<file path="config.mk">
export PLATFORM = sky130hd
export DESIGN_NAME = lcm_calc
export DESIGN_NICKNAME = d
export VERILOG_FILES = /design/src/rtl/lcm_calc.sv
export SDC_FILE = /design/constraint.sdc
export NUM_CORES = 1
export LEC_CHECK = 0
export BUFFER_PORTS_ARGS = -buffer_cell sky130_fd_sc_hd__buf_2
export CAP_MARGIN = 5
export CORE_ASPECT_RATIO = 1.4
export CORE_MARGIN = 2
export CORE_UTILIZATION = 55
export DETAILED_ROUTE_END_ITERATION = 10
export MAX_ROUTING_LAYER = met4
export PLACE_DENSITY = 0.74
export SLEW_MARGIN = 20
export SYNTH_ARGS = -nofsm -noshare
export SYNTH_HDL_FRONTEND = slang
export SYNTH_SLANG_ARGS = --single-unit
</file>
<file path="constraint.sdc">
create_clock -name sys_clk -period 4.5 [get_ports sys_clk]
set_clock_uncertainty 0.2 [all_clocks]
set_input_delay 0.675 -clock sys_clk [delete_from_list [all_inputs] [get_ports sys_clk]]
set_output_delay 0.675 -clock sys_clk [all_outputs]
set_load 0.005 [all_outputs]
</file>
<file path="src/rtl/lcm_calc.sv">
// lcm_calc: least common multiple of (a, b) given g = gcd(a, b).
// Computes (a / g) * b with a restoring divider and a shift-add multiplier.
//
// Ports:
//   sys_clk    : clock, rising edge
//   sys_rst_n  : asynchronous active-low reset
//   in_valid   : operand triple a/b/g is valid
//   in_ready   : block can accept a triple (high only in IDLE)
//   a, b       : operands (WIDTH bits, unsigned)
//   g          : gcd of a and b as produced by the gcd core
//   out_valid  : lcm_val/err are valid (held until out_ready)
//   out_ready  : consumer takes the result
//   lcm_val    : least common multiple (2*WIDTH bits)
//   err        : g == 0 or g does not divide a

module lcm_calc #(
    parameter int WIDTH = 32
) (
    input  logic               sys_clk,
    input  logic               sys_rst_n,
    input  logic               in_valid,
    output logic               in_ready,
    input  logic [WIDTH-1:0]   a,
    input  logic [WIDTH-1:0]   b,
    input  logic [WIDTH-1:0]   g,
    output logic               out_valid,
    input  logic               out_ready,
    output logic [2*WIDTH-1:0] lcm_val,
    output logic               err
);

    localparam int CW = $clog2(WIDTH + 1);

    typedef enum logic [1:0] {
        IDLE,
        DIV,
        MUL,
        DONE
    } state_t;

    state_t state;
    state_t state_nx;

    // Dividend shifts out of the top while quotient bits shift in at the
    // bottom, so after WIDTH steps this register holds the quotient.
    logic [WIDTH-1:0]   dq_r;
    logic [WIDTH-1:0]   b_r;
    logic [WIDTH-1:0]   g_r;
    logic [WIDTH:0]     rem;
    logic [CW-1:0]      cnt;
    logic [2*WIDTH-1:0] acc;
    logic [2*WIDTH-1:0] mcand;
    logic [WIDTH-1:0]   mplier;
    // Set when g leaves a nonzero remainder; the MUL window then runs
    // with accumulation suppressed so latency is unchanged.
    logic               bad;

    logic               accept;
    logic               short_zero;
    logic               short_err;
    logic               last;
    logic [WIDTH+1:0]   rem_sh;
    logic               rem_ge;
    logic [WIDTH+1:0]   rem_nx;
    logic               div_ok;
    logic [WIDTH-1:0]   quo_nx;
    logic [2*WIDTH-1:0] acc_nx;

    // ------------------------------------------------------------------
    // Combinational datapath
    // ------------------------------------------------------------------
    always_comb begin
        accept     = in_valid && (state == IDLE);
        short_zero = ((a == '0) || (b == '0)) && (g != '0);
        short_err  = (g == '0);
        last       = (cnt == CW'(1));

        // One restoring-division step.
        rem_sh = {rem, dq_r[WIDTH-1]};
        rem_ge = (rem_sh >= {2'b00, g_r});
        rem_nx = rem_ge ? (rem_sh - {2'b00, g_r}) : rem_sh;
        div_ok = (rem_nx == '0);
        quo_nx = {dq_r[WIDTH-2:0], rem_ge};

        // One shift-add multiply step.
        acc_nx = (mplier[0] && !bad) ? (acc + mcand) : acc;
    end

    // ------------------------------------------------------------------
    // State register
    // ------------------------------------------------------------------
    always_ff @(posedge sys_clk or negedge sys_rst_n) begin
        if (!sys_rst_n) begin
            state <= IDLE;
        end else begin
            state <= state_nx;
        end
    end

    // ------------------------------------------------------------------
    // Next-state and handshake outputs
    // ------------------------------------------------------------------
    always_comb begin
        state_nx  = state;
        in_ready  = 1'b0;
        out_valid = 1'b0;
        unique case (state)
            IDLE: begin
                in_ready = 1'b1;
                if (in_valid) begin
                    if (short_zero || short_err) begin
                        state_nx = DONE;
                    end else begin
                        state_nx = DIV;
                    end
                end
            end
            DIV: begin
                if (last) begin
                    state_nx = MUL;
                end
            end
            MUL: begin
                if (last) begin
                    state_nx = DONE;
                end
            end
            DONE: begin
                out_valid = 1'b1;
                if (out_ready) begin
                    state_nx = IDLE;
                end
            end
        endcase
    end

    // ------------------------------------------------------------------
    // Datapath registers
    // ------------------------------------------------------------------
    always_ff @(posedge sys_clk or negedge sys_rst_n) begin
        if (!sys_rst_n) begin
            dq_r    <= '0;
            b_r     <= '0;
            g_r     <= '0;
            rem     <= '0;
            cnt     <= '0;
            acc     <= '0;
            mcand   <= '0;
            mplier  <= '0;
            bad     <= 1'b0;
            lcm_val <= '0;
            err     <= 1'b0;
        end else begin
            unique case (state)
                IDLE: begin
                    if (accept) begin
                        dq_r   <= a;
                        b_r    <= b;
                        g_r    <= g;
                        rem    <= '0;
                        cnt    <= CW'(WIDTH);
                        acc    <= '0;
                        mcand  <= '0;
                        mplier <= '0;
                        bad    <= 1'b0;
                        if (short_zero) begin
                            lcm_val <= '0;
                            err     <= 1'b0;
                        end else if (short_err) begin
                            lcm_val <= '0;
                            err     <= 1'b1;
                        end
                    end
                end
                DIV: begin
                    dq_r <= quo_nx;
                    rem  <= rem_nx[WIDTH:0];
                    if (last) begin
                        cnt    <= CW'(WIDTH);
                        acc    <= '0;
                        mcand  <= {{WIDTH{1'b0}}, b_r};
                        mplier <= quo_nx;
                        bad    <= !div_ok;
                    end else begin
                        cnt <= cnt - CW'(1);
                    end
                end
                MUL: begin
                    acc    <= acc_nx;
                    mcand  <= {mcand[2*WIDTH-2:0], 1'b0};
                    mplier <= {1'b0, mplier[WIDTH-1:1]};
                    if (last) begin
                        cnt     <= '0;
                        lcm_val <= bad ? '0 : acc_nx;
                        err     <= bad;
                    end else begin
                        cnt <= cnt - CW'(1);
                    end
                end
                DONE: begin
                end
            endcase
        end
    end

endmodule

</file>
After elaboration in Yosys (flattened, before gate mapping)
Index checks and enable logic that the tools add are counted.
Storage, ports and cells
  bits in registers: 363
  input port bits: 100
  output and inout bits: 67
  logic and storage cells: 89
Operators by class
  add/subtract/negate cells: 3
  order comparisons: 1
  equal/unequal tests: 10
  mux-type cells: 40
  reductions and logical operators: 23
Operator list (count)
  2-to-1 mux 64 bit: 9
  case mux 64 bit (3 select lines): 2
  case mux 64 bit (2 select lines): 1
  zero test 32 bit: 3
  2-to-1 mux 32 bit: 3
  case mux 32 bit (3 select lines): 1
  case mux 33 bit (2 select lines): 1
  adder 64 bit: 1
  case mux 32 bit (2 select lines): 1
  greater-or-equal comparator 34 x 32 -> 1 bit: 1
  zero test 34 bit: 1
  2-to-1 mux 34 bit: 1
  subtractor 34 x 32 -> 34 bit: 1
  2-to-1 mux 33 bit: 1
  nonzero test 32 bit: 1
  2-to-1 mux 6 bit: 3
  case mux 6 bit (3 select lines): 1
  2-to-1 mux 2 bit: 5
  != test 2 bit, second input constant: 5
  2-to-1 mux 1 bit: 8
  case mux 2 bit (4 select lines): 1
  AND reduction 4 bit: 2
  equality test 6 x 1 -> 1 bit, second input constant: 1
  AND reduction 2 bit: 3
  12 further kinds: 20

Logic depth before layout (Yosys ltp)
  depth after elaboration: 7
  gate-level depth with buffers: 16
  depth with buffers taken out: 15

Worst setup path before layout
OpenSTA, ideal clock, no wires.
  path kind: flip-flop to flip-flop
  start point: register dq_r[31]
  end point: register bad
  setup time: 0.131 ns
  arrival: 3.091 ns
  data required time: 4.169 ns
  slack: 1.078 ns
  cell stages (with the launch flop): 16
  buffers on the path: 0
  period minus slack after synthesis: 3.422 ns
  path through: dfrtp_1 inv_1 ha_1 inv_1 fa_1 a21o_1 a22oi_1 a21oi_1 or4_1 and3_1 nor4_1 nand4b_1 nor4_1 a31oi_1 nor4_1 a31oi_1
On the way
  longest elaborated chain between the ends: 6
  elaborated cells between the ends (all ways): 7
  classes of those cells: 1 x add/sub; 1 x order compare; 3 x mux; 2 x reduce/logical
RTL lines
  from (decl): line 46  | logic [WIDTH-1:0] dq_r;
  from (signal assigned): line 176  | dq_r <= quo_nx;
  subtractor 34 x 32 -> 34 bit / greater-or-equal comparator 34 x 32 -> 1 bit (equally long branches): line 81, 80
  2-to-1 mux 34 bit (*): line 81  | rem_nx = rem_ge ? (rem_sh - {2'b00, g_r}) : rem_sh;
  zero test 34 bit (*): line 82  | div_ok = (rem_nx == '0);
  zero test 1 bit (*): line 183  | bad <= !div_ok;
  2-to-1 mux 1 bit (*): line 178  | if (last) begin
  case mux 1 bit (2 select lines) (*): line 154  | unique case (state)
  to (signal assigned): line 183
  to (decl): line 56  | logic bad;
Mark *: on every way between the ends. The rest lies on a longest branch, timed or not. The select of a mux whose other input is x is not followed.
A chain may end at the register's enable or synchronous reset.

Final worst setup path
  start point: register dq_r[31]
  end point: register rem[2]
On the way
  longest elaborated chain between the ends: 3
  elaborated cells between the ends (all ways): 4
  classes of those cells: 1 x add/sub; 1 x order compare; 2 x mux
RTL lines
  subtractor 34 x 32 -> 34 bit / greater-or-equal comparator 34 x 32 -> 1 bit (equally long branches): line 81, 80
  2-to-1 mux 34 bit (*): line 81
  case mux 33 bit (2 select lines) (*): line 154
  to (signal assigned): line 177  | rem <= rem_nx[WIDTH:0];
  to (decl): line 49  | logic [WIDTH:0] rem;
Mark *: on every way between the ends. The rest lies on a longest branch, timed or not.

==> impl_metrics.csv <==
group,metric,value,unit
grt,grt_util_met3,3.457,%
status,status,"finished, violations left",
timing,fin_setup_tns,0,ns
timing,max_freq,246.5,MHz
logic_synthesis,synth_area_per_cell,8.749,um2
critical_path,path_cells,"inv_1, ha_1, inv_1, fa_1, a21o_1, a22oi_1, a21o_1, nand3_2, a311oi_2, o21a_2, buf_4, mux2i_1, o21ai_0",
logic_synthesis,yosysUniqueCellTypes,87,
logic_synthesis,synth_flop_cell,"dfrtp_1",
critical_path,critPathBufInv,3,
pwr,leakagePower,11.44,nW
logic_synthesis,synth_warnings,0,
grt,grt_pass1_wl,97990,um
logic_synthesis,ys_seq_area_share,41.56,%
logic_synthesis,synth_compound_area_share,20.59,%
timing,tightestPinTransition,1.050,ns
clock_network,clk_pin_slew,0.06,ns
grt,antenna_found_initial,3,
route,drc,0,
logic_synthesis,async_flop_share,100.0,%
critical_path,endpoint_kind,"register",
placed_design,portBuffers,166,
grt,busiest_layer,"met2",
logic_synthesis,synth-xor-area-share,3.567,%
clock_network,cts_sinks,363,
route,finalWirelength,60990,um
floorplan,rows,86,
logic_synthesis,syn-num-nets,2702,
critical_path,critical-path-max-stage-delay,0.57,ns
logic_synthesis,ys_seq_elements,363,
final_layout,nets,2779,
route,vias_per_cell,6.040,
final_layout,finish.utilization,62.08,%
logic_synthesis,synthSimpleGateAreaFrac,17.99,%
run,drv_cap,0,
final_layout,n_fill_cell,3422,
timing,fin_crit,4.057,ns
status,violations,"negative hold slack",
logic_synthesis,syn_area,21850,um2
grt,grt_use_met2,52.10,%
clock_network,cts_tree,"built",
grt,grt_max_degree,114,
placed_design,dp_cells,3064,
timing,max_slew_margin,29.97,%
timing,rsz0062_at_grt,"no",
timing,drv_slew,0,
final_layout,instances_no_fill,3133,
clock_network,cts_setup_buffers,0,
pwr,p_per_area,420.5,nW/um2
grt,gr-usage-met1,37.54,%
grt,grt_use_total,30.66,%
logic_synthesis,synth_top_family_by_area,"compound AO/OA/AOI/OAI gates",
final_layout,final_cell_mix,"444 x nand2_1, 363 x dfrtp_1, 248 x o21ai_0, 165 x buf_2, 151 x a21oi_1",
placed_design,gp_congestion,0.9824,
route,dr.pass1.iters,7,
floorplan,die_area,41370,um2
logic_synthesis,synth-edff-count,0,
timing,setup_viol,0,
final_layout,final_common_cell,"nand2_1",
timing,hold_viol,1,
floorplan,design.core.area,39280,um2
final_layout,area_growth,11.56,%
clock_network,cts_root_buffer,"clkbuf_16",
placed_design,placed_area,23060,um2
logic_synthesis,synth-adder-area-share,6.023,%
floorplan,die_h,239.9,um
clock_network,clockBufferDepth,3,
critical_path,cp_max_fo,29,
clock_network,cts_buffers,37,
logic_synthesis,synth_mux_area_share,6.195,%
clock_network,insertion_delay,0.55,ns
final_layout,layout-drive-gt1-share,13.91,%
critical_path,path_class,"reg2reg",
critical_path,worstSetupStartpointType,"register",
final_layout,postLayoutCellArea,24380,um2
critical_path,critical_path.slowest_cell,"o21a_2",
route,dr_total_vias,18920,
floorplan,initial_core_util,55.65,%
logic_synthesis,synthCells,2498,
floorplan,die_x,172.5,um
route,drt_iter0_drc,1359,
placed_design,dpl.hpwl,44680,um
clock_network,cts_repair_resize_count,0,
floorplan,io_pins,167,
route,drtAntennaViolNets,0,
clock_network,ctsHtreeMaxLevel,2,
min_path,hold_path.class,"in2async",
timing,fin_hold_ws,-0.006236,ns
pwr,peakVddDrop,0.3718,mV
critical_path,required,4.68,ns
critical_path,critPathArrivalTime,4.24,ns
timing,min_period_over_period,90.16,%
route,wl_per_cell,19.47,um
grt,grt_pass1_vias,18680,
clock_network,cts_hold_buf,0,
critical_path,crit_family,"compound AO/OA/AOI/OAI gates",
grt,grt-ovfl-total,0,
## synthesized netlist by cell type (all sizes together), types with 5 or more instances
| cell | n | area [um2] |
|---|---|---|
| o21ai | 265 | 1334 |
| a22o | 53 | 464.2 |
| o2111ai | 5 | 43.79 |
| and2 | 17 | 106.4 |
| a211oi | 9 | 72.57 |
| buf | 28 | 141.4 |
| a31oi | 19 | 131.4 |
| a21boi | 7 | 52.55 |
| nor4 | 36 | 225.2 |
| or3 | 5 | 31.28 |
| o21a | 17 | 127.6 |
| nor2 | 147 | 551.8 |
| or4 | 5 | 37.54 |
| clkbuf | 130 | 490.5 |
| xnor2 | 48 | 420.4 |
| nor3 | 26 | 135.1 |
| a21o | 56 | 421.7 |
| o211ai | 9 | 67.56 |
| mux2 | 66 | 743.2 |
| a21oi | 153 | 769.5 |
| dfrtp | 363 | 9084 |
| mux2i | 61 | 610.6 |
| a221oi | 36 | 327.8 |
| inv | 69 | 259.0 |
| nand2b | 14 | 87.58 |
| nand3 | 97 | 490.5 |
| nand2 | 446 | 1677 |
| nand4 | 30 | 193.9 |
| o21bai | 24 | 180.2 |
| nor2b | 8 | 50.05 |
| and3 | 26 | 162.7 |
| or2 | 5 | 31.28 |
| ha | 102 | 1276 |
| o31ai | 12 | 108.9 |
| xor2 | 41 | 359.1 |
## final timing paths
check                      startpoint     endpoint  slack (ns)  cells after the start
max in group asynchronous   sys_rst_n  lcm_val[57]        3.05                      2
min                         sys_rst_n  lcm_val[25]      -0.006                      1
min reg2reg                mplier[20]   mplier[20]        0.27                      2
max reg2reg                  dq_r[31]       rem[2]        0.44                     13
min in group sys_clk            g[24]      g_r[24]        0.18                      2
max                          dq_r[31]       rem[2]        0.44                     13
## kinds of logic (layout without fill, tap and decap cells)
logic type      after synthesis  after routing
buf+inv                     227            331
mux                         127            127
fa+ha+maj                   104            104
simple gates                879            879
other cells                   0              3
compound gates              709            709
flops                       363            363
xor+xnor                     89             89
## metrics by stage
stage / setup slack, ns / hold WS [ns] / power (mW)
after floorplan: 1.078 / 0.1794 / 6.024
after global placement: 0.5471 / 0.2504 / 6.864
after detailed placement: 0.4670 / 0.2570 / 6.896
after CTS: 0.4679 / 0.05635 / 10.27
after global routing: 0.2296 / 0.08208 / 10.79
final: 0.4430 / -0.006236 / 10.25
## worst reg2reg max path, cell delays in order (launching register included)
cell	delay, ns
dfrtp_1	0.45
inv_1	0.09
ha_1	0.16
inv_1	0.05
fa_1	0.39
a21o_1	0.22
a22oi_1	0.20
a21o_1	0.27
nand3_2	0.12
a311oi_2	0.39
o21a_2	0.57
buf_4	0.44
mux2i_1	0.25
o21ai_0	0.09
## metal layers
metal  part of all wire, %  vias up  routed length [um]
li1                      -     9095                   -
met1                    41     9127               25030
met2                    50      565               30580
met3                   4.8      136                2957
met4                   4.0        0                2422
met5                     0        -                   0
## sequential cells by signal, indices dropped and copies added, names as in the netlist, 6 cells and up
signal / flops
acc: 64
b_r: 32
rem: 33
lcm_val: 64
cnt: 6
mplier: 32
mcand: 64
g_r: 32
dq_r: 32
## layout make-up
class / count / area [um2] / area share (%)
inverters: 69 / 259.0 / 1.062
multi-input cells: 1908 / 11930 / 48.92
clock inverters: 17 / 250.2 / 1.026
diodes: 3 / 7.507 / 0.03079
repair buffers: 196 / 1129 / 4.629
well taps: 528 / 660.6 / 2.710
flip-flops and latches: 363 / 9084 / 37.26
clock buffers: 49 / 1064 / 4.362
## where the power goes
group	internal [mW]	switching [mW]	total [mW]
logic	1.22	1.78	2.99
clock network	2.01	1.35	3.36
registers	3.55	0.346	3.90
Power figures use the tool's default switching activity.
